File: src/rtl/mm_pkg.sv
// mm_pkg: shared constants and state type for the systolic matmul sequencer.
package mm_pkg;

  // custom-0 major opcode claimed by the coprocessor
  localparam logic [6:0] MM_OPCODE = 7'b0001011;

  localparam logic [2:0] F3_WRITE = 3'b000;
  localparam logic [2:0] F3_CLEAR = 3'b101;
  localparam logic [2:0] F3_RUN   = 3'b111;
  localparam logic [2:0] F3_PERF  = 3'b010;

  // operand map inside the 5-bit address field
  localparam logic [4:0] A_BASE    = 5'd0;
  localparam logic [4:0] B_BASE    = 5'd9;
  localparam logic [4:0] BIAS_BASE = 5'd18;
  localparam logic [4:0] THR_ADDR  = 5'd27;

  typedef enum logic [2:0] {
    ST_IDLE = 3'd0,
    ST_ACK  = 3'd1,
    ST_RUN  = 3'd2,
    ST_CAPT = 3'd3,
    ST_DONE = 3'd4
  } mm_state_t;

endpackage

File: src/rtl/mm_feed_skew.sv
// mm_feed_skew: maps the run step to the skewed per-lane feed pattern.
// Lane r starts r steps late and consumes k = 0..N-1 on consecutive steps.
module mm_feed_skew #(
  parameter int N  = 3,
  parameter int SW = 3
) (
  input  logic [SW-1:0]  step,
  output logic [N-1:0]   feed_v,
  output logic [2*N-1:0] feed_k
);

  // per-lane window test: lane r is live while step lies in [r, r+N-1]
  always_comb begin
    feed_v = '0;
    feed_k = '0;
    for (int r = 0; r < N; r++) begin
      if ((int'(step) >= r) && ((int'(step) - r) < N)) begin
        feed_v[r]        = 1'b1;
        feed_k[2*r +: 2] = 2'(int'(step) - r);
      end
    end
  end

endmodule

File: src/rtl/mm_sched.sv
// mm_sched: PCPI sequencer for the NxN systolic matmul coprocessor.
// Decodes custom-0 WRITE/CLEAR/RUN, drives the operand write port, steps the
// skewed feed and returns the captured compare bits.
// Optional feature: define MM_SCHED_PERF_EN for a 32-bit run counter read
// back with funct3 010.
module mm_sched
  import mm_pkg::*;
#(
  parameter int DW = 16,
  parameter int N  = 3
) (
  input  logic              clk,
  input  logic              rst,
  input  logic              pcpi_valid,
  input  logic [31:0]       pcpi_insn,
  output logic              pcpi_wr,
  output logic [31:0]       pcpi_rd,
  output logic              pcpi_wait,
  output logic              pcpi_ready,
  output logic              wr_en,
  output logic [1:0]        wr_sel,
  output logic [3:0]        wr_idx,
  output logic [DW-1:0]     wr_data,
  output logic [DW-1:0]     thresh,
  output logic              arr_en,
  output logic              arr_clr,
  output logic [N-1:0]      feed_v,
  output logic [2*N-1:0]    feed_k,
  input  logic [N*N-1:0]    cmp_bits
);

  localparam int               STEP_W    = 3;
  localparam logic [STEP_W-1:0] LAST_STEP = STEP_W'(3*N-3);

  mm_state_t state_q, state_d;

  logic [STEP_W-1:0]     step_q, step_d;
  logic                  guard_q, guard_d;
  logic signed [DW-1:0]  thresh_q, thresh_d;
  logic [31:0]           rd_q, rd_d;
  logic [2:0]            f3_q, f3_d;
  logic [4:0]            addr_q, addr_d;
  logic signed [DW-1:0]  val_q, val_d;

  logic [6:0]            in_op;
  logic [2:0]            in_f3;
  logic [4:0]            in_addr;
  logic signed [15:0]    in_v16;
  logic signed [DW-1:0]  in_val;
  logic                  f3_ok;
  logic                  accept;
  logic [N-1:0]          skew_v;
  logic [2*N-1:0]        skew_k;
  logic                  unused_bits;

`ifdef MM_SCHED_PERF_EN
  logic [31:0]           cnt_q, cnt_d;
`endif

  assign in_op       = pcpi_insn[6:0];
  assign in_addr     = pcpi_insn[11:7];
  assign in_f3       = pcpi_insn[14:12];
  assign in_v16      = pcpi_insn[30:15];
  assign in_val      = DW'(in_v16);
  assign unused_bits = pcpi_insn[31];

`ifdef MM_SCHED_PERF_EN
  assign f3_ok = (in_f3 == F3_WRITE) || (in_f3 == F3_CLEAR) ||
                 (in_f3 == F3_RUN)   || (in_f3 == F3_PERF);
`else
  assign f3_ok = (in_f3 == F3_WRITE) || (in_f3 == F3_CLEAR) ||
                 (in_f3 == F3_RUN);
`endif

  // guard_q masks the IDLE cycle right after a completion while the core drops valid
  assign accept = (state_q == ST_IDLE) && pcpi_valid && (in_op == MM_OPCODE) &&
                  f3_ok && !guard_q;

  mm_feed_skew #(
    .N  (N),
    .SW (STEP_W)
  ) u_skew (
    .step   (step_q),
    .feed_v (skew_v),
    .feed_k (skew_k)
  );

  // state register
  always_ff @(posedge clk or posedge rst) begin
    if (rst) state_q <= ST_IDLE;
    else     state_q <= state_d;
  end

  // next-state logic
  always_comb begin
    state_d = state_q;
    case (state_q)
      ST_IDLE: if (accept) state_d = (in_f3 == F3_RUN) ? ST_RUN : ST_ACK;
      ST_ACK:  state_d = ST_IDLE;
      ST_RUN:  if (step_q == LAST_STEP) state_d = ST_CAPT;
      ST_CAPT: state_d = ST_DONE;
      ST_DONE: state_d = ST_IDLE;
      default: state_d = ST_IDLE;
    endcase
  end

  // sequencing registers: step, guard, threshold, result (and run counter)
  always_ff @(posedge clk or posedge rst) begin
    if (rst) begin
      step_q   <= '0;
      guard_q  <= 1'b0;
      thresh_q <= '0;
      rd_q     <= '0;
    end else begin
      step_q   <= step_d;
      guard_q  <= guard_d;
      thresh_q <= thresh_d;
      rd_q     <= rd_d;
    end
  end

`ifdef MM_SCHED_PERF_EN
  // run counter register
  always_ff @(posedge clk or posedge rst) begin
    if (rst) cnt_q <= '0;
    else     cnt_q <= cnt_d;
  end
`endif

  // latched instruction fields used during ACK; no reset needed, outputs are state-gated
  always_ff @(posedge clk) begin
    f3_q   <= f3_d;
    addr_q <= addr_d;
    val_q  <= val_d;
  end

  // next values for step counter, guard, threshold, result and latched fields
  always_comb begin
    step_d   = step_q;
    guard_d  = (state_q == ST_ACK) || (state_q == ST_DONE);
    thresh_d = thresh_q;
    rd_d     = rd_q;
    f3_d     = f3_q;
    addr_d   = addr_q;
    val_d    = val_q;
`ifdef MM_SCHED_PERF_EN
    cnt_d    = cnt_q;
`endif
    if (accept) begin
      f3_d   = in_f3;
      addr_d = in_addr;
      val_d  = in_val;
      step_d = '0;
      if (in_f3 != F3_RUN) rd_d = '0;
      if ((in_f3 == F3_WRITE) && (in_addr == THR_ADDR)) thresh_d = in_val;
      if (in_f3 == F3_CLEAR) begin
        thresh_d = '0;
`ifdef MM_SCHED_PERF_EN
        cnt_d    = '0;
`endif
      end
`ifdef MM_SCHED_PERF_EN
      if (in_f3 == F3_PERF) rd_d = cnt_q;
`endif
    end
    if (state_q == ST_RUN) step_d = step_q + STEP_W'(1);
    if (state_q == ST_CAPT) begin
      rd_d = 32'(cmp_bits);
`ifdef MM_SCHED_PERF_EN
      cnt_d = cnt_q + 32'd1;
`endif
    end
  end

  // output decode from state
  always_comb begin
    pcpi_wr    = 1'b0;
    pcpi_wait  = 1'b0;
    pcpi_ready = 1'b0;
    wr_en      = 1'b0;
    wr_sel     = 2'd0;
    wr_idx     = 4'd0;
    wr_data    = '0;
    arr_en     = 1'b0;
    arr_clr    = 1'b0;
    feed_v     = '0;
    feed_k     = '0;
    case (state_q)
      ST_ACK: begin
        pcpi_ready = 1'b1;
        pcpi_wr    = 1'b1;
        if ((f3_q == F3_WRITE) && (addr_q < THR_ADDR)) begin
          wr_en   = 1'b1;
          wr_data = val_q;
          if (addr_q < B_BASE) begin
            wr_sel = 2'd0;
            wr_idx = 4'(addr_q - A_BASE);
          end else if (addr_q < BIAS_BASE) begin
            wr_sel = 2'd1;
            wr_idx = 4'(addr_q - B_BASE);
          end else begin
            wr_sel = 2'd2;
            wr_idx = 4'(addr_q - BIAS_BASE);
          end
        end
      end
      ST_RUN: begin
        pcpi_wait = 1'b1;
        arr_en    = 1'b1;
        arr_clr   = (step_q == '0);
        feed_v    = skew_v;
        feed_k    = skew_k;
      end
      ST_CAPT: pcpi_wait = 1'b1;
      ST_DONE: begin
        pcpi_ready = 1'b1;
        pcpi_wr    = 1'b1;
      end
      default: ;
    endcase
  end

  assign pcpi_rd = rd_q;
  assign thresh  = thresh_q;

endmodule
File: config.mk
export PLATFORM = sky130hd
export DESIGN_NAME = mm_sched
export DESIGN_NICKNAME = d
export VERILOG_FILES = /design/src/rtl/mm_pkg.sv /design/src/rtl/mm_feed_skew.sv /design/src/rtl/mm_sched.sv
export SDC_FILE = /design/constraint.sdc
export NUM_CORES = 1
export LEC_CHECK = 0
export CELL_PAD_IN_SITES_DETAIL_PLACEMENT = 0
export CELL_PAD_IN_SITES_GLOBAL_PLACEMENT = 1
export CORE_UTILIZATION = 34
export DETAILED_ROUTE_END_ITERATION = 8
export GPL_ROUTABILITY_DRIVEN = 0
export PLACE_DENSITY = 0.93
export REMOVE_ABC_BUFFERS = 1
export SYNTH_ARGS = -nofsm -noshare
export SYNTH_HDL_FRONTEND = slang
export SYNTH_SLANG_ARGS = --single-unit
File: constraint.sdc
create_clock -name clk -period 6.4 [get_ports clk]
set_input_delay 1.6 -clock clk [delete_from_list [all_inputs] [get_ports clk]]
set_output_delay 1.6 -clock clk [all_outputs]
set_load 0.005 [all_outputs]
==> results list, run 1 <==
- Via total after detailed routing: 2,267
- Biggest area consumer among synthesized cells: sky130_fd_sc_hd__dfrtp_1
- Data arrives at the worst endpoint at roughly 3.3 ns.
- Launching point of the worst reg2reg path: state_q[0]$_DFFE_PP0P_
* Antenna violations before repair: 0
- For this run, the detailed router's first-pass iteration total came to 4.
- The die covers ~9100 um2.
* Wirelength, routed: between 6 and 7 mm
* EDFF count, synth: 24
- Yosys attributes the largest share of cell area to sky130_fd_sc_hd__dfrtp_1, sky130_fd_sc_hd__edfxtp_1, sky130_fd_sc_hd__mux2i_1.
- Cell with the most instances after synthesis: sky130_fd_sc_hd__dfrtp_1
- Shortest period the worst path allows: approximately 5 ns
- Required time of the critical path: between 4 and 5 ns
- Highest ir drop seen on vdd: 115 uV
- For this run, the total global-route usage over all layers was measured as 15.0%.
- Initial detailed-routing violation count: 88
- Pin count of the biggest net entering global routing: 33
- Slowest Stage Delay on Critical Path: roughly 0.97 ns
- CTS H-tree depth: 2
- Power per unit of standard cell area: around 170 nW/um2
- Setup violations remaining at the end of the flow were counted as 0.
- Port Buffer Count: between 100 and 150
* Layout filler cell count: about 770
- The count of nets left with antenna violations once routing finished came out at 0.
- Post-route clock skew: 0.00981 ns
* Ranking of synthesized cells by instance count: sky130_fd_sc_hd__dfrtp_1, sky130_fd_sc_hd__inv_1, sky130_fd_sc_hd__nand2_1
- Number of synthesized register bits: 56
- The slowest stage of the critical path belongs to the cell sky130_fd_sc_hd__a311oi_2.
* Hold buffers post-CTS: 0
- Static timing analysis puts the maximum clock frequency at about 200 MHz.
- The number of gates resized after CTS was 0.
- GR Overflow Total: 0
- Ratio of cells with drive above 1 in the final layout: 3.97%
- Share of synthesized area spent on multiplexers: ~6.5%
- Final count of hold timing violations: 0
* Unique cell type count in the Yosys netlist: 45
- For this run, the leading register cell type out of synthesis is sky130_fd_sc_hd__dfrtp_1.
- After the last flow step, the layout net total stands at 433.
* Half-perimeter wire length after detailed placement: around 4.9 mm
* Fraction of the mapped netlist area in compound gates: about a tenth
- FP Rows: 33
* Worst path top cell family by delay: compound AO/OA/AOI/OAI gates
* Number of warnings printed during yosys synthesis: 0
* Kind of path behind the tightest hold check: reg2reg
- The worst setup path is launched from a flop.
- Clock slew seen by the registers of the worst setup and hold paths: around 0.1 ns
* Share of synthesized area occupied by flip-flops and latches: 51.3%
- Area overhead of the layout relative to synthesis: 38.3%
* Routed vias/inst: around 4.7
* Critical path cell sequence: or4_1, a311oi_2, o21ai_0, a211oi_1, clkdlybuf4s50_1
- Horizontal extent of the die: about 95 um
* Post-synthesis share of cell area spent on and, or, nand and nor gates: 14.8%
* Category of the worst setup path capture point: output port
* Via count of the first global-routing pass: ~2,200
* XOR/XNOR share of the synthesized area: less than 1%
- Clock sink count: 56
* Area share of the leading cell type in the synthesized netlist: a little over a quarter
- The later pin in the worst-skew pair is clocked with a latency of around 0.3 ns.
- TritonCTS built the clock tree.
- The max-slew violation total from the final report was 0.
- Share of synthesized flip-flops with an asynchronous set or reset: between 50% and 60%
* Worst slew slack as a fraction of its limit: approximately a quarter
- The run finished with clean final reports.
* Slew of the pin with the lowest slew margin: ~1.1 ns
- The initial utilization of the core area, before any placement, comes to between 30 and 40%.
- Summing internal, switching and leakage power gives slightly below 0.7 mW.
- Together, buffers and inverters on the worst path number 1.
* CTS max path bufs: 2
* Post-Syn Area per Cell: 10.7 um2
* Number of top-level pins: between 100 and 150
- Number of buffers added by the clock tree synthesis step: 5
- Crit path max fanout: 20
* Setup Crit Path Kind: reg2out
* DRC violation count after routing: 0
- After Yosys synthesis, full adders, half adders and majority gates account for 5.06% of the synthesized area.
- Final clock period utilization by the worst path: between 70% and 80%
* Max-cap violations: 0
- Post-synthesis cell area: between 2000 and 3000 um2
- The most critical setup path has its startpoint at state_q[1]$_DFFE_PP0P_.
* First-pass GRT wire length: ~11 mm
- RSZ-0062 raised after global routing: false
- Mapped Cells: 276
- Die Height: approximately 95 um
- The worst hold path begins at pcpi_rd[0]$_DFFE_PP0P_.
- Dividing the detail-routed wire length by the instance count gives around 13 um.
- The tree is rooted in a sky130_fd_sc_hd__clkbuf_8.
* Static leakage: ~1.9 nW
* Ant. Diodes: 0
* Buffers inserted by post-CTS timing repair: 0
* Floorplan core area: 8340 um2
* Accumulated negative setup slack: 0 ns
* Combinational family with the most area after synthesis: simple AND/OR/NAND/NOR gates
==> cells in the final DEF (no fill, tap or decap), types with 2 or more instances in the layout <==
cell,netlist,layout
sky130_fd_sc_hd__clkdlybuf4s50_1,0,104
sky130_fd_sc_hd__dfrtp_1,32,32
sky130_fd_sc_hd__inv_1,31,31
sky130_fd_sc_hd__nand2_1,27,27
sky130_fd_sc_hd__edfxtp_1,24,24
sky130_fd_sc_hd__conb_1,1,23
sky130_fd_sc_hd__and2_1,19,19
sky130_fd_sc_hd__mux2i_1,18,18
sky130_fd_sc_hd__nor2_1,12,12
sky130_fd_sc_hd__ha_1,12,12
sky130_fd_sc_hd__a22o_1,9,9
sky130_fd_sc_hd__a21oi_1,8,8
sky130_fd_sc_hd__clkbuf_8,0,6
sky130_fd_sc_hd__nand2b_1,5,5
sky130_fd_sc_hd__o21ai_0,4,4
sky130_fd_sc_hd__nor3_1,4,4
sky130_fd_sc_hd__a211oi_1,4,4
sky130_fd_sc_hd__a31oi_1,3,3
sky130_fd_sc_hd__o2bb2ai_1,2,2
sky130_fd_sc_hd__nand3_1,2,2
sky130_fd_sc_hd__o22ai_1,2,2
sky130_fd_sc_hd__and3_1,2,2
sky130_fd_sc_hd__buf_4,24,2
==> per-stage QoR <==
| stage | util, % | worst slack [ns] | hold WS [ns] | std cells | cell area [um2] |
|---|---|---|---|---|---|
| finish | 49.2 | 1.48 | 0.515 | 483 | 4100 |
| global route | 49.2 | 1.13 | 0.537 | 483 | 4100 |
| CTS | 49.2 | 1.33 | 0.515 | 483 | 4100 |
| detailed placement | 48.1 | 1.66 | 0.482 | 475 | 4010 |
| global placement | 48.1 | 1.77 | 0.486 | 475 | 4010 |
| floorplan | - | 2.42 | 0.473 | 264 | 2820 |
==> power by group <==
part | internal [mW] | switching (mW) | total (mW) | leakage (nW)
clock network | 0.0882 | 0.109 | 0.197 | 0.0445
logic | 0.0455 | 0.0454 | 0.0908 | 1.27
registers | 0.382 | 0.00976 | 0.391 | 0.569
==> state kept, by name, summed over array words and instances, names as in the netlist <==
| register | count |
|---|---|
| addr_q | 5 |
| f3_q | 3 |
| guard_q | 1 |
| pcpi_rd | 9 |
| state_q | 3 |
| step_q | 3 |
| thresh | 16 |
| val_q | 16 |
==> worst reg2reg max path, delay by kind of cell (launching register included) <==
family           cells  cell delay, ns
AND/OR/NAND/NOR      3            1.53
flip-flops           1            0.43
multiplexers         1            0.38
==> layout make-up <==
cell class,count,area [um2],share of cell area (%)
tap,105,131,3.20
sequential,56,1520,37.1
clock buffer,7,86.3,2.10
multi-input combinational,177,1180,28.9
clock inverter,1,7.51,0.183
timing repair buffer,106,1060,25.7
inverter,31,116,2.84
==> logic make-up after synthesis <==
group	count (synthesis)
and+or+nand+nor	82
buffers and inverters	65
DFF	56
AOI/OAI and AO/OA	40
muxes	19
adders and majority gates	12
other	1
xor gates and xnor gates	1
==> final timing paths <==
kind | end | slack (ns) | depth (start not counted)
max in group asynchronous | guard_q$_DFF_PP0_ | 4.42 | 3
min in group asynchronous | thresh[15]$_DFFE_PP0P_ | 1.67 | 3
min reg2reg | pcpi_rd[0]$_DFFE_PP0P_ | 0.51 | 1
min | pcpi_rd[0]$_DFFE_PP0P_ | 0.51 | 1
max reg2reg | thresh[14]$_DFFE_PP0P_ | 3.97 | 4
max | wr_idx[1] | 1.48 | 5
==> layer usage <==
layer	vias up	GRT usage, %	wire, um	part of all wire (%)
met1	1092	17.8	2730	42
met5	-	0	0	0
li1	1089	-	-	-
met4	0	3.11	31	0.48
met3	4	3.99	417	6.4
met2	82	27.0	3330	51
(Power assumes the default switching activity.)
==> run 2, diff against run 1 <==
--- a/config.mk
+++ b/config.mk
@@ -7,10 +7,10 @@
 export LEC_CHECK = 0
 export CELL_PAD_IN_SITES_DETAIL_PLACEMENT = 0
 export CELL_PAD_IN_SITES_GLOBAL_PLACEMENT = 1
-export CORE_UTILIZATION = 34
+export CORE_UTILIZATION = 32
 export DETAILED_ROUTE_END_ITERATION = 8
 export GPL_ROUTABILITY_DRIVEN = 0
-export PLACE_DENSITY = 0.93
+export PLACE_DENSITY = 0.88
 export REMOVE_ABC_BUFFERS = 1
 export SYNTH_ARGS = -nofsm -noshare
 export SYNTH_HDL_FRONTEND = slang
==> constraint.sdc (replaced) <==
create_clock -name clk -period 5.1 [get_ports clk]
set_input_delay 1.275 -clock clk [delete_from_list [all_inputs] [get_ports clk]]
set_output_delay 1.275 -clock clk [all_outputs]
set_load 0.005 [all_outputs]
==> run 2 against run 1 <==
Net effect:
- flip-flop and latch count unchanged
- total power rose by 33%
- largest power group unchanged
- core utilization down 2.5 points
- non-clock buffer count grew 1
- routed wire length is 1.1% higher
- clock skew about the same
- the run now ends with design-rule violations left
==> results list, run 2 (same netlist as run 1, synthesis figures left out) <==
- Number of top-level pins: 129 (unchanged)
* Ratio of cells with drive above 1 in the final layout: 4.49% (+0.52 points)
- Worst hold start: pcpi_rd[1]$_DFFE_PP0P_
* Data arrival at the endpoint of the critical path: 2.74 ns (-0.58 ns)
- The all-layer global routing usage is 13.8% (-1.2 points).
- The clock sink count came to 56 (unchanged).
* Internal power of the cells: 0.685 mW (+33%)
* Antenna violations before repair: 0 (unchanged)
- Required time of the critical path: 3.83 ns (-0.97 ns)
- The die height came to 98.3 um (+3.0%).
- The iteration count of the initial detailed-routing pass was 8 (+4).
* Power share of the clock group: 33.1% (+4.1 points)
- Category of the worst setup path capture point: output port
- Final slew viol count: 0 (unchanged)
* R2R cell count: 4 (unchanged)
- Post-route clock skew: 0.0100 ns (+0.000198 ns)
- Clock tree from TritonCTS: done
- The power per standard cell area is 219 nW/um2 (+32%).
- The routed length on met2 is 3.35 mm (+0.45%).
- Highest Clock Rate: roughly 250 MHz
- DRC violation count after routing: 8 (+8)
* Port Buffer Count: 104 (unchanged)
* Wirelength, routed: 6.58 mm (+1.1%)
- Slew of the pin with the lowest slew margin: 1.08 ns (-0.0503 ns)
- The number of rows in the core area came to 34 (+3.0%).
* Setup Crit Path Kind: reg2out
* Initial detailed-routing violation count: 70 (-20%)
* Floorplan core area: 8850 um2 (+6.1%)
- Commonest non-fill, non-tap cells in the layout: sky130_fd_sc_hd__clkdlybuf4s50_1, sky130_fd_sc_hd__dfrtp_1, sky130_fd_sc_hd__inv_1
* Max-cap violations: 0 (unchanged)
- CTS H-tree depth: 2 (unchanged)
- The via count of the first global-routing pass was 2,184 (-2.7%).
* Most common cell after layout, fill and taps aside: sky130_fd_sc_hd__clkdlybuf4s50_1
- Highest ir drop seen on vdd: 151 uV (+31%)
- Area overhead of the layout relative to synthesis: 39.4%
- CTS max path bufs: 2 (unchanged)
- Clock slew seen by the registers of the worst setup and hold paths: 0.10 ns (about the same)
* Kind of path behind the tightest hold check: reg2reg
- Pin count of the biggest net entering global routing: 33 (unchanged)
- Slowest Stage Delay on Critical Path: 0.58 ns (-0.39 ns)
- Cell area after layout: 4140 um2 (+0.79%)
- The detailed-route wire length per cell is 13.5 um (+0.23%).
* Crit path max fanout: 20 (unchanged)
* Final cell count without fillers: 487 (+0.83%)
* Number of nets in the layout: 434 (+0.23%)
- The smallest clock period supported by the final layout is computed as ~4 ns.
* Worst hold slack: 0.511 ns (-0.00353 ns)
- Die area: 9660 um2 (+6.1%)
* Finished Core Util: 46.7% (-2.5 points)
- The chip width was 98.3 um (+3.0%).
- Post-CTS Resized: 0 (unchanged)
* Critical-path cell with the highest stage delay: sky130_fd_sc_hd__or4_1
- The worst register-to-register path ends at thresh[11]$_DFFE_PP0P_.
- Number of nets with antenna violations after routing: 0 (unchanged)
- Setup repair after global routing left no endpoint under its margin.
* Final setup violating endpoints: 0 (unchanged)
* First-pass GRT wire length: 10.6 mm (+0.27%)
* Critical path cell sequence: or4_1, a311oi_2, buf_4, o21ai_1, a211oi_1, clkdlybuf4s50_1
- Proportion of power drawn by combinational gates: 12.5% (-0.9 points)
- The worst register-to-register path begins at state_q[1]$_DFFE_PP0P_.
- Via total after detailed routing: 2,239 (-1.2%)
* Standard cell area after detailed placement: 4020 um2 (+0.28%)
* Buffers inserted by post-CTS timing repair: 0 (unchanged)
* Number of instances on the worst hold path: 1 (unchanged)
- Routed length on met3: 470 um (+13%)
- The leftover overflow at the end of global routing was 0 (unchanged).
- Launching element type of the critical path: flop
- Final clock period utilization by the worst path: slightly below 80%
* Hold buffers post-CTS: 0 (unchanged)
* Accumulated negative setup slack: 0 ns (unchanged)
* Number of instances in the placed design: 479 (+0.84%)
* Final count of hold timing violations: 0 (unchanged)
- Worst reg2reg setup slack: 2.65 ns (-1.32 ns)
* Reg power frac: 54.4% (-3.2 points)
* Static leakage: 1.91 nW (+1.1%)
- The cell sitting at the root of the clock tree is a sky130_fd_sc_hd__clkbuf_8.
- The met1 wire length was 2.75 mm (+0.70%).
- The initial cell density of the core came to 33.5% (-2.0 points).
- Status: finished, violations left
- WHS Endpoint: pcpi_rd[1]$_DFFE_PP0P_
- Highest signal layer in the routed design: met4
- Net load switching power: 0.219 mW (+33%)
- The checks that failed: design-rule violations.
- Ant. Diodes: 0 (unchanged)
* Switching share of power: 24.2% (+0.050 points)
* Clock latency of the later-clocked register in the worst-skew pair: 0.31 ns (about the same)
- Worst slew slack as a fraction of its limit: 27.8% (+3.4 points)
* Half-perimeter wire length after detailed placement: 4.90 mm (+0.81%)
- Routed vias/inst: 4.60 (-2.0%)
* Number of buffers added by the clock tree synthesis step: 5 (unchanged)
-- run 2: cell types whose count changed in the layout (fill, tap and decap cells not counted), sizes merged --
cell,before,now
buf,2,3
clkinvlp,1,0
clkbuf,7,5
bufinv,0,1
inv,31,32
clkinv,0,1
-- run 2: how the worst max path moves through the flow --
| stage | slack (ns) | end | startpoint |
|---|---|---|---|
| after floorplan | 1.45 | wr_idx[1] | state_q[1]$_DFFE_PP0P_ |
| after global placement | 1.38 | wr_idx[2] | state_q[1]$_DFFE_PP0P_ |
| after detailed placement | 1.35 | thresh[11]$_DFFE_PP0P_ | pcpi_insn[2] |
| after CTS | 1.04 | wr_idx[2] | state_q[1]$_DFFE_PP0P_ |
| after global routing | 0.95 | wr_idx[1] | state_q[1]$_DFFE_PP0P_ |
| final | 1.09 | wr_idx[2] | state_q[1]$_DFFE_PP0P_ |
-- run 2: through the flow --
stage	power, mW	setup slack [ns]
after global routing	0.943	0.953
after floorplan	0.556	1.45
after CTS	0.910	1.04
after global placement	0.611	1.38
final	0.904	1.09
after detailed placement	0.615	1.35
-- run 2: final cells by class --
cell class                 instances  area, um2
fill                             851       4710
tap                              108        135
clock inverter                     3       46.3
inverter                          31        116
clock buffer                       5       68.8
multi-input combinational        177       1180
sequential                        56       1520
timing repair buffer             107       1060
-- run 2: power by group through the flow --
| stage | combinational (mW) | sequential, mW | clock, mW |
|---|---|---|---|
| global route | 0.129 | 0.494 | 0.320 |
| floorplan | 0.0578 | 0.498 | 0 |
| finish | 0.113 | 0.492 | 0.299 |
| CTS | 0.114 | 0.492 | 0.304 |
| detailed placement | 0.114 | 0.501 | 0 |
| global placement | 0.110 | 0.501 | 0 |
-- run 2: worst max-delay path, delay by kind of cell, from the launching register on --
family | cells | cell delay [ns]
AND/OR/NAND/NOR | 1 | 0.58
buffers and inverters | 2 | 0.81
AO/OA/AOI/OAI | 3 | 0.59
flip-flops | 1 | 0.46
-- run 2: per-layer routing --
layer,vias up,global-route usage [%]
met5,-,0
met4,0,3.10
met1,1067,16.3
li1,1088,-
met2,82,24.4
met3,2,4.37
==> RTL edit 1 (settings of run 2) <==
The parameter `DW` goes from 16 to 32.
--- a/src/rtl/mm_sched.sv
+++ b/src/rtl/mm_sched.sv
@@ -6,7 +6,7 @@
 module mm_sched
   import mm_pkg::*;
 #(
-  parameter int DW = 16,
+  parameter int DW = 32,
   parameter int N  = 3
 ) (
   input  logic              clk,
Ports: changed (resized thresh and wr_data); port bits go from 129 to 161. The function was not compared with the original's and may differ.
==> RTL edit 1 against run 2 <==
- core utilization is 0.73 points higher
- area after synthesis rose by 6.2%
- hold slack improved by 4.6 ps
- total power is 4.3% higher
- sequential cell count unchanged
- cell area up 7.6%
- highest routed layer unchanged
- setup slack got worse by 160 ps
- die area increased by 6.1%
- wire length rose by 10%
==> RTL edit 1: results (changes against run 2) <==
[status]
status=complete, no violations

[route]
wl_met1_um=3020  ; +9.9%
vias=2298  ; +2.6%
first_pass_iters=4  ; -4
drtIter0Drc=96  ; +37%
wl_per_cell_um=13.6  ; +0.91%
dr_wl_met2_um=3820  ; +14%
wl_met3_um=366  ; -22%

[synth]
synthMuxAreaShare_pct=5.44  ; -1.0 points
synth_common_cells=57 x buf_4, 32 x dfrtp_1, 30 x inv_1
synth_xor_area_share_pct=0.556  ; +0.26 points
syn_avg_cell_area_um2=10.6  ; -1.3%
yosysWarnings=0  ; unchanged
synth_top_family_by_area=buffers and inverters
synth_adder_area_share_pct=4.77  ; -0.30 points
netlist_top_cells_area=dfrtp_1 25%, edfxtp_1 23%, buf_4 14%
seq_area_frac_synth_pct=48.3  ; -3.0 points
synth_compound_area_share_pct=8.90  ; -1.2 points
ys_types=42  ; -6.7%

[placement]
dp_cells=524  ; +9.4%
port_buffers=136  ; +31%
dp_slack_ps=1300  ; -52.1 ps
hpwl_um=5480  ; +12%
place_area_um2=4330  ; +7.8%

[critical_path]
worstPathArrival_ps=2900  ; +160 ps
critPathLaunch=addr_q[2]
r2r-start=state_q[2]
cp_top_family=compound AO/OA/AOI/OAI gates
crit_path_max_fanout=7  ; -65%
cpMaxStageDelayCell=clkdlybuf4s50_1

[grt]
grt_use_met2_pct=25.4  ; +0.95 points
use_met1_pct=16.4  ; +0.13 points
met3_usage_pct=3.31  ; -1.1 points
grt_usage_pct=13.8  ; +0.024 points
grt_pass1_wl_um=11000  ; +4.6%
grt_pass1_vias=2208  ; +1.1%

[clock_tree]
cts_htree_levels=2  ; unchanged
cts_resized=0  ; unchanged
cts-root-buf=clkbuf_8
insertion_delay_ps=310  ; about the same

[finish]
drive_above_1_share_pct=4.47  ; -0.019 points
area_delta_synth_final_pct=41.2
fillers=880  ; +3.4%
final_nets=458  ; +5.5%
stdcell_count=532  ; +9.2%

[timing]
slew_headroom_pct=35.0  ; +7.2 points
fin_skew_ps=10.6  ; +0.584 ps

[pwr]
vdd_drop_max_uv=106  ; -30%
sw_frac_of_total_pct=25.2  ; +1.0 points
p_sw_mw=0.238  ; +8.6%
power_frac_seq_pct=52.8  ; -1.6 points
p_leak_nw=2.02  ; +5.9%
comb_cell_power_mw=0.148  ; +31%

[min_path]
hp-start=pcpi_rd[7]

-- RTL edit 1: changes by cell type in the layout (fill, tap and decap cells not counted), moves of 2 or more --
cell | before | now
or4b_4 | 0 | 2
a31oi_1 | 3 | 6
and3_1 | 2 | 0
mux2i_1 | 18 | 16
nor2b_1 | 1 | 5
o22ai_1 | 2 | 0
clkdlybuf4s50_1 | 104 | 136
a21oi_1 | 8 | 3
nand2_1 | 27 | 21
o2bb2ai_1 | 2 | 0
nand2b_1 | 5 | 2
nor2_1 | 12 | 15
-- RTL edit 1: layout make-up --
type                    count  share of cell area [%]
flip-flops and latches     56                    34.2
well taps                 129                    3.63
inverters                  30                    2.53
clock buffers               5                    1.55
multi-input cells         170                    25.9
repair buffers            139                    31.1
clock inverters             3                    1.04
-- RTL edit 1: logic make-up (layout without fill, tap and decap cells) --
| group | count (synthesis) | count (layout) |
|---|---|---|
| other | 1 | 23 |
| xor gates and xnor gates | 2 | 2 |
| adders and majority gates | 12 | 12 |
| DFF | 56 | 56 |
| AOI/OAI and AO/OA | 37 | 37 |
| muxes | 17 | 17 |
| buffers and inverters | 93 | 177 |
| and+or+nand+nor | 79 | 79 |
-- RTL edit 1: final timing paths --
path	endpoint	slack, ps	cells after the start
setup / recovery	wr_idx[1]	920	7
setup reg to reg	thresh[0]	2660	4
hold / removal	pcpi_rd[7]	520	1
min in group asynchronous	thresh[13]	1340	3
hold reg to reg	pcpi_rd[7]	520	1
max in group asynchronous	pcpi_rd[5]	3450	3
-- RTL edit 1: worst register-to-register path: stages (launching register included) --
cell	delay, ps
dfrtp_1	480
or4b_4	590
nor3_4	180
or3b_1	780
mux2i_1	330
==> RTL edit 2 (flow settings as in run 2) <==
Made on the original files. Re-encode `mm_state_t` (5 states) as Gray code, 3 bits wide.
--- a/src/rtl/mm_pkg.sv
+++ b/src/rtl/mm_pkg.sv
@@ -16,11 +16,11 @@
   localparam logic [4:0] THR_ADDR  = 5'd27;
 
   typedef enum logic [2:0] {
-    ST_IDLE = 3'd0,
-    ST_ACK  = 3'd1,
-    ST_RUN  = 3'd2,
-    ST_CAPT = 3'd3,
-    ST_DONE = 3'd4
+    ST_IDLE = 3'b000,
+    ST_ACK  = 3'b001,
+    ST_RUN  = 3'b011,
+    ST_CAPT = 3'b010,
+    ST_DONE = 3'b110
   } mm_state_t;
 
 endpackage
Check against the original RTL: no difference found for any inputs over 10 cycles, from zero or initial values and one cycle with rst high; not proved beyond that.
==> RTL edit 2 against run 2 <==
- setup slack improved by 66 ps
- non-clock buffer count did not move
- combinational power rose by 19%
- total power rose by 4.1%
- clock skew fell by 3.2 ps
- count of clock-buffer cells in the layout rose by 1
- via count rose by 3.6%
- area after synthesis rose by 2.7%
- wire length rose by 5.5%
- clock power barely moved
- sequential cell count did not move
- global-route usage rose by 0.81 points
- cell area rose by 2.2%
- core utilization fell by 1.0 points
==> RTL edit 2: results (changes against run 2) <==
[placement]
dp_cells=511  ; +6.7%
hpwl_um=5100  ; +4.0%
dp_slack_ps=1490  ; +133 ps
port_buffers=104  ; unchanged

[critical_path]
r2r-start=state_q[0]
critPathLaunch=addr_q[1]
worstPathArrival_ps=2670  ; -70 ps

[synth]
ys_types=43  ; -4.4%
syn_avg_cell_area_um2=10.6  ; -1.3%
seq_area_frac_synth_pct=50.0  ; -1.3 points
synth_xor_area_share_pct=0.288  ; -0.0076 points
synthMuxAreaShare_pct=9.20  ; +2.7 points
netlist_top_cells_area=dfrtp_1 26%, edfxtp_1 24%, mux2i_1 9.2%
synthFlopType=dfrtp_1
synth_compound_area_share_pct=7.44  ; -2.7 points
synth_adder_area_share_pct=4.93  ; -0.13 points
ys_async_sr_fraction_pct=57.1  ; unchanged
synth_common_cells=32 x dfrtp_1, 32 x inv_1, 28 x mux2i_1

[route]
first_pass_iters=5  ; -3
wl_met3_um=583  ; +24%
vias=2319  ; +3.6%
wl_met1_um=2800  ; +2.0%
dr_wl_met2_um=3520  ; +5.0%
top_layer=met4
drtIter0Drc=69  ; -1.4%
drc=0  ; -8
wl_per_cell_um=13.4  ; -1.0%

[finish]
stdcell_count=519  ; +6.6%
fillers=870  ; +2.2%
drive_above_1_share_pct=5.13  ; +0.64 points
final_nets=445  ; +2.5%

[grt]
grt_pass1_wl_um=11300  ; +6.9%
antenna_found_initial=0  ; unchanged
grt_use_met2_pct=26.1  ; +1.6 points
grt_usage_pct=14.6  ; +0.81 points
met3_usage_pct=4.71  ; +0.34 points
use_met1_pct=17.2  ; +0.94 points

[timing]
worst_slew_pin_slew_ps=965  ; -118 ps
fin_skew_ps=6.83  ; -3.17 ps

[pwr]
p_leak_nw=1.92  ; +0.78%
vdd_drop_max_uv=117  ; -23%

[clock_tree]
cts_resized=0  ; unchanged
insertion_delay_ps=310  ; about the same
clock_path_buffers=2  ; unchanged
cts-root-buf=clkbuf_8
cts_buffers=5  ; unchanged

[status]
status=complete, no violations

[min_path]
hp-start=thresh[15]

RTL edit 2: cell count changes in the layout (fill, tap and decap cells not counted), moves of 2 or more:
cell,before,now
a22o_1,9,0
mux2i_1,18,28
nand2b_1,5,2
a211oi_2,0,3
nand3_1,2,5
a211oi_1,4,1
nor2_1,12,20
and2_1,19,21
a21oi_1,8,5
RTL edit 2: power breakdown:
group,total (mW),internal (mW),switching [mW]
Clock,0.299,0.149,0.150
Combinational,0.134,0.0815,0.0520
Sequential,0.509,0.493,0.0158
Total,0.941,0.723,0.218
RTL edit 2: layout make-up:
cell class / count / area, um^2 / share of cell area, %
repair buffers: 107 / 1060 / 25.2
flip-flops and latches: 56 / 1520 / 36.0
clock buffers: 6 / 72.6 / 1.72
clock inverters: 2 / 38.8 / 0.918
inverters: 33 / 124 / 2.93
well taps: 129 / 161 / 3.82
multi-input cells: 186 / 1240 / 29.4
RTL edit 2: worst max-delay path: stages, from the launching register on:
cell             delay (ps)
edfxtp_1                470
ha_1                    240
a21o_1                  210
a2111oi_4               330
buf_4                   280
o21ai_1                 110
a211oi_2                180
clkdlybuf4s50_1         530
RTL edit 2: stage by stage:
stage                     power, mW  area (um^2)  hold slack (ps)
final                         0.941         4230              523
after CTS                     0.950         4230              527
after detailed placement      0.652         4110              515
after global routing          0.987         4230              564
after global placement        0.647         4110              502
after floorplan               0.559         2890              503
RTL edit 2: path summary, 6_finish.rpt:
path | depth (start not counted) | endpoint | slack (ps)
max | 7 | wr_idx[1] | 1150
min | 2 | thresh[15] | 520
max reg2reg | 4 | thresh[10] | 3000
min reg2reg | 2 | thresh[15] | 520
max in group asynchronous | 3 | pcpi_rd[0] | 3430
min in group asynchronous | 3 | thresh[8] | 1340
